File: config.mk
export PLATFORM = sky130hd
export DESIGN_NAME = fetch_unit
export DESIGN_NICKNAME = d
export VERILOG_FILES = /design/src/rtl/fetch_unit.sv
export SDC_FILE = /design/constraint.sdc
export NUM_CORES = 1
export LEC_CHECK = 0
export CAP_MARGIN = 10
export CORE_MARGIN = 8
export CORE_UTILIZATION = 58
export DETAILED_ROUTE_END_ITERATION = 7
export PLACE_DENSITY = 0.79
export SYNTH_ARGS = -nofsm -noshare
export SYNTH_HDL_FRONTEND = slang
export SYNTH_SLANG_ARGS = --single-unit
File: constraint.sdc
create_clock -name clk -period 8 [get_ports clk]
set_input_delay 1.6 -clock clk [delete_from_list [all_inputs] [get_ports clk]]
set_output_delay 1.6 -clock clk [all_outputs]
set_load 0.05 [all_outputs]
File: src/rtl/fetch_unit.sv
// Instruction fetch stage: owns the PC, issues word-aligned requests to
// instruction memory, buffers in-order responses and hands one instruction
// plus its PC to decode. A redirect flushes buffered work, drains in-flight
// responses and restarts fetch at the new PC.
module fetch_unit #(
    parameter logic [31:0] RESET_PC   = 32'h0000_0000,
    parameter int unsigned FIFO_DEPTH = 4
) (
    input  logic        clk,
    input  logic        rst_n,
    output logic        imem_req_valid,
    input  logic        imem_req_ready,
    output logic [31:0] imem_req_addr,
    input  logic        imem_rsp_valid,
    input  logic [31:0] imem_rsp_data,
    input  logic        redirect_valid,
    input  logic [31:0] redirect_pc,
    output logic        inst_valid,
    input  logic        inst_ready,
    output logic [31:0] inst,
    output logic [31:0] inst_pc
);

    localparam int unsigned PTR_W = $clog2(FIFO_DEPTH);
    localparam int unsigned CNT_W = PTR_W + 1;
    localparam int unsigned SUM_W = CNT_W + 1;

    typedef enum logic [0:0] {
        ST_FETCH = 1'b0,
        ST_DRAIN = 1'b1
    } state_e;

    state_e state;
    state_e state_next;

    // Architectural state
    logic [31:0]      pc;
    logic [CNT_W-1:0] outstanding;
    logic [CNT_W-1:0] fifo_count;

    // PC of every request still waiting for its response, in issue order
    logic [31:0]      pcq_mem [FIFO_DEPTH];
    logic [PTR_W-1:0] pcq_wr_ptr;
    logic [PTR_W-1:0] pcq_rd_ptr;

    // Instruction buffer towards decode
    logic [31:0]      fifo_inst [FIFO_DEPTH];
    logic [31:0]      fifo_pc   [FIFO_DEPTH];
    logic [PTR_W-1:0] fifo_wr_ptr;
    logic [PTR_W-1:0] fifo_rd_ptr;

    // Per-cycle events and next-state values
    logic             req_fire;
    logic             inst_fire;
    logic             rsp_push;
    logic [31:0]      rsp_pc;
    logic [31:0]      pc_next;
    logic [CNT_W-1:0] outstanding_next;
    logic [CNT_W-1:0] fifo_left;
    logic [CNT_W-1:0] fifo_count_next;
    logic [PTR_W-1:0] head_ptr;
    logic [SUM_W-1:0] credit_used;
    logic             req_valid_next;
    logic             inst_valid_next;
    logic [31:0]      inst_next;
    logic [31:0]      inst_pc_next;

    // Handshakes, counters and PC update for this cycle
    always_comb begin
        req_fire  = imem_req_valid && imem_req_ready;
        inst_fire = inst_valid && inst_ready;
        // Responses are only kept in FETCH and never in a redirect cycle
        rsp_push  = imem_rsp_valid && (state == ST_FETCH) && !redirect_valid;
        rsp_pc    = pcq_mem[pcq_rd_ptr];

        // Every response retires one in-flight request, kept or discarded
        outstanding_next = outstanding + CNT_W'(req_fire) - CNT_W'(imem_rsp_valid);

        // A pop in the redirect cycle is consumed before the flush
        fifo_left = fifo_count - CNT_W'(inst_fire);
        if (redirect_valid) begin
            fifo_count_next = '0;
        end else begin
            fifo_count_next = fifo_left + CNT_W'(rsp_push);
        end
        head_ptr = fifo_rd_ptr + PTR_W'(inst_fire);

        pc_next = pc;
        if (redirect_valid) begin
            pc_next = redirect_pc & 32'hFFFF_FFFC;
        end else if (req_fire) begin
            pc_next = pc + 32'd4;
        end
    end

    // State register
    always_ff @(posedge clk or negedge rst_n) begin
        if (!rst_n) begin
            state <= ST_FETCH;
        end else begin
            state <= state_next;
        end
    end

    // Next-state: drain whenever a redirect leaves requests in flight
    always_comb begin
        state_next = state;
        if (redirect_valid) begin
            state_next = (outstanding_next != '0) ? ST_DRAIN : ST_FETCH;
        end else if ((state == ST_DRAIN) && (outstanding_next == '0)) begin
            state_next = ST_FETCH;
        end
    end

    // Output values for the next cycle: request credit and FIFO head
    always_comb begin
        credit_used     = SUM_W'(fifo_count_next) + SUM_W'(outstanding_next);
        req_valid_next  = (state_next == ST_FETCH) && (credit_used < SUM_W'(FIFO_DEPTH));
        inst_valid_next = (fifo_count_next != '0);
        inst_next       = inst;
        inst_pc_next    = inst_pc;
        if (inst_valid_next) begin
            if (fifo_left == '0) begin
                // Buffer was empty after any pop: the new response becomes head
                inst_next    = imem_rsp_data;
                inst_pc_next = rsp_pc;
            end else begin
                inst_next    = fifo_inst[head_ptr];
                inst_pc_next = fifo_pc[head_ptr];
            end
        end
    end

    // PC, counters, pointers and registered outputs
    always_ff @(posedge clk or negedge rst_n) begin
        if (!rst_n) begin
            pc             <= RESET_PC;
            outstanding    <= '0;
            fifo_count     <= '0;
            pcq_wr_ptr     <= '0;
            pcq_rd_ptr     <= '0;
            fifo_wr_ptr    <= '0;
            fifo_rd_ptr    <= '0;
            imem_req_valid <= 1'b0;
            inst_valid     <= 1'b0;
            inst           <= '0;
            inst_pc        <= '0;
        end else begin
            pc          <= pc_next;
            outstanding <= outstanding_next;
            fifo_count  <= fifo_count_next;
            pcq_wr_ptr  <= pcq_wr_ptr + PTR_W'(req_fire);
            pcq_rd_ptr  <= pcq_rd_ptr + PTR_W'(imem_rsp_valid);
            if (redirect_valid) begin
                fifo_wr_ptr <= '0;
                fifo_rd_ptr <= '0;
            end else begin
                fifo_wr_ptr <= fifo_wr_ptr + PTR_W'(rsp_push);
                fifo_rd_ptr <= head_ptr;
            end
            imem_req_valid <= req_valid_next;
            inst_valid     <= inst_valid_next;
            inst           <= inst_next;
            inst_pc        <= inst_pc_next;
        end
    end

    // Storage arrays; contents are only read behind valid pointers
    always_ff @(posedge clk) begin
        if (req_fire) begin
            pcq_mem[pcq_wr_ptr] <= pc;
        end
        if (rsp_push) begin
            fifo_inst[fifo_wr_ptr] <= imem_rsp_data;
            fifo_pc[fifo_wr_ptr]   <= rsp_pc;
        end
    end

    assign imem_req_addr = pc;

    // Credit must keep the buffer from overflowing and responses matched
    always_ff @(posedge clk) begin
        if (rst_n) begin
            if (rsp_push) begin
                assert (fifo_count < CNT_W'(FIFO_DEPTH));
            end
            if (imem_rsp_valid) begin
                assert (outstanding != '0);
            end
        end
    end

endmodule

==> flow_metrics.tcl <==
set metrics [dict create \
    place_congestion 0.826 \
    synth-async-reset-ratio_pct 22.9 \
    path_max_fanout 98 \
    vias 14600 \
    hp-class "flop to flop" \
    routed_via_density 6.24 \
    slew_viol_final 0 \
    insertion_delay_ns 0.55 \
    cts.repair.resized 0 \
    status "complete, no violations" \
    wl_um 51100 \
    initial_utilization_pct 58.3 \
    antenna_found_initial 0 \
    grt_max_degree 99 \
    area_growth_pct 16.0 \
    finalCritPeriodShare_pct 67.3 \
    htreeDepth 2 \
    tns_ns 0 \
    first_pass_iters 5 \
    ff2ff_setup_slack_ns 3.78 \
    stdcell_count 2338 \
    fp-row-count 70 \
    setup_violations 0 \
    ys.warnings.count 0 \
    layout_commonest_cell "nand2_1" \
    p_per_area_mw_per_mm2 354 \
    total_power_w 0.00867 \
    cp.required_ns 8.41 \
    ioPinCount 168 \
    synth.area.top_cells "edfxtp_1 (52%), dfrtp_1 (13%), nand2_1 (7.4%), nand3_1 (4.6%), a211oi_2 (3.5%)" \
    first_global_vias 15200 \
    layout_common_cells "nand2_1 (416), edfxtp_1 (368), nand3_1 (195)" \
    start_kind "primary input" \
    yosysTopAreaCellShare_pct 52.3 \
    drt_iter0_drc 1340 \
    grt-ovfl-total 0 \
    postCtsSetupBuffers 0 \
    ant_nets 0 \
    core-area_mm2 0.0363 \
    antenna_cells 0 \
    io_buffers 161 \
    ir_worst_vdd_v 0.000535 \
    cts_buffers 47 \
    fmax_ghz 0.186 \
    cap_viol_max_count 0 \
    cts_tree "yes" \
    syn-cell-area_mm2 0.0211 \
    die_area_mm2 0.0428 \
    synth_seq_area_share_pct 65.2 \
    drive_gt1_share_pct 11.0 \
    drc 0 \
    clk_pin_slew_ns 0.06 \
    routedWlPerCell_um 21.9 \
    tightest_slew_ns 1.08 \
    ys_ff_latch 477 \
    cts_sinks 477 \
    worstSetupEndpointType "flop" \
    path_class "primary input to flop" \
    cts_buffer_depth 3 \
    grt_pass1_wl_um 79800 \
    synth-main-ff-cell "edfxtp_1" \
    hpwlAfterDp_um 28200 \
    synth-edff-count 368 \
    synthCells 1716 \
    yosys.area.top_type "edfxtp_1" \
    cts_root_buf "clkbuf_16" \
    nets 1914 \
    die_h_um 207 \
    grt_use_total_pct 23.7 \
    arrival_ns 5.79 \
    avgSynthCellArea_um2 12.3 \
    dp_cells 2251 \
    slew_headroom_pct 28.3 \
    multiInputGateArea_mm2 0.00689 \
    synthDistinctLibCells 42 \
    p_leak_nw 8.93 \
    whs_ns 0.562 \
    die_x_um 207 \
    hold_viol 0 \
    period_minus_slack_ns 5.38 \
    skew_ns 0.00977 \
    fill_cells 2526 \
    seqCellArea_mm2 0.0138 \
    hold_buffers 0 \
    rsz0062_at_grt "no" \
]
==> worst max-delay path, stage by stage <==
cell             delay [ns]
clkdlybuf4s50_1        0.52
and2_4                 0.88
xnor2_1                0.32
inv_1                  0.09
ha_1                   0.21
ha_1                   0.26
nor2b_1                0.33
nor3_4                 0.08
inv_2                  0.07
and2_4                 0.69
buf_4                  0.53
a211oi_2               0.13
==> cell families after synthesis <==
family	Yosys count	synth area share (%)
other	1	0.0177
muxes	96	6.35
AOI/OAI and AO/OA	153	6.89
xor gates and xnor gates	38	1.57
and+or+nand+nor	805	16.5
buffers and inverters	134	2.75
DFF	477	65.2
adders and majority gates	12	0.745
==> power by group <==
group / internal, W / switching [W]
combinational: 0.00108 / 0.00222
sequential: 0.00306 / 0.000235
clock: 0.00120 / 0.000894
==> routing by layer <==
layer | up-vias | track usage (%) | routed length, um
met3 | 94 | 4.15 | 4350
met4 | 0 | 8.22 | 1170
met2 | 713 | 40.7 | 25100
met5 | - | 0 | 0
li1 | 6525 | - | -
met1 | 7264 | 30.4 | 20500
==> registers in the layout, summed over array words and instances, names as in the netlist <==
name,count
outstanding,3
pcq_wr_ptr,2
fifo_count,3
inst_valid,1
fifo_pc,120
fifo_rd_ptr,2
imem_req_valid,1
inst,32
pcq_mem,120
imem_req_addr,30
fifo_inst,128
pcq_rd_ptr,2
inst_pc,30
state,1
fifo_wr_ptr,2
==> cell type report <==
type / instances / area share (%)
Clock inverter: 21 / 0.633
Tap cell: 468 / 2.39
Clock buffer: 66 / 5.29
Multi-Input combinational cell: 1108 / 28.1
Timing Repair Buffer: 183 / 7.21
Sequential cell: 477 / 56.2
Inverter: 15 / 0.230
==> metrics by stage <==
stage	worst slack, ns	utilization [%]	cell area, um2
after floorplan	0.902	-	21200
after global placement	2.25	63.6	23100
after detailed placement	2.11	63.6	23100
after CTS	2.68	67.6	24500
after global routing	2.47	67.6	24500
final	2.62	67.6	24500
==> cell usage after synthesis, drive strengths merged, types with 2 or more instances <==
cell and n:
xnor2 28, and3 5, mux2 2, edfxtp 368, mux2i 64, and2 3
ha 11, nor2 79, clkbuf 85, xor2 10, dfrtp 109, nand2 417
or2 2, mux4 30, nor4 10, nor2b 6, inv 15, o21ai 28
or4 2, nand3 197, nor3b 2, nor3 72, buf 34, a211oi 62
a32oi 62, nand4 7
==> final timing paths <==
kind | startpoint | end | depth (start not counted)
setup / recovery | inst_ready | inst_pc[26]$_DFFE_PN0P_ | 12
hold / removal | inst_pc[12]$_DFFE_PN0P_ | inst_pc[12]$_DFFE_PN0P_ | 2
setup reg to reg | inst_valid$_DFF_PN0_ | inst_pc[26]$_DFFE_PN0P_ | 11
hold reg to reg | inst_pc[12]$_DFFE_PN0P_ | inst_pc[12]$_DFFE_PN0P_ | 2
max in group asynchronous | rst_n | pcq_rd_ptr[0]$_DFF_PN0_ | 2
min in group asynchronous | rst_n | imem_req_addr[25]$_DFFE_PN0N_ | 1
Note: power is estimated with default switching activity, not from simulation.
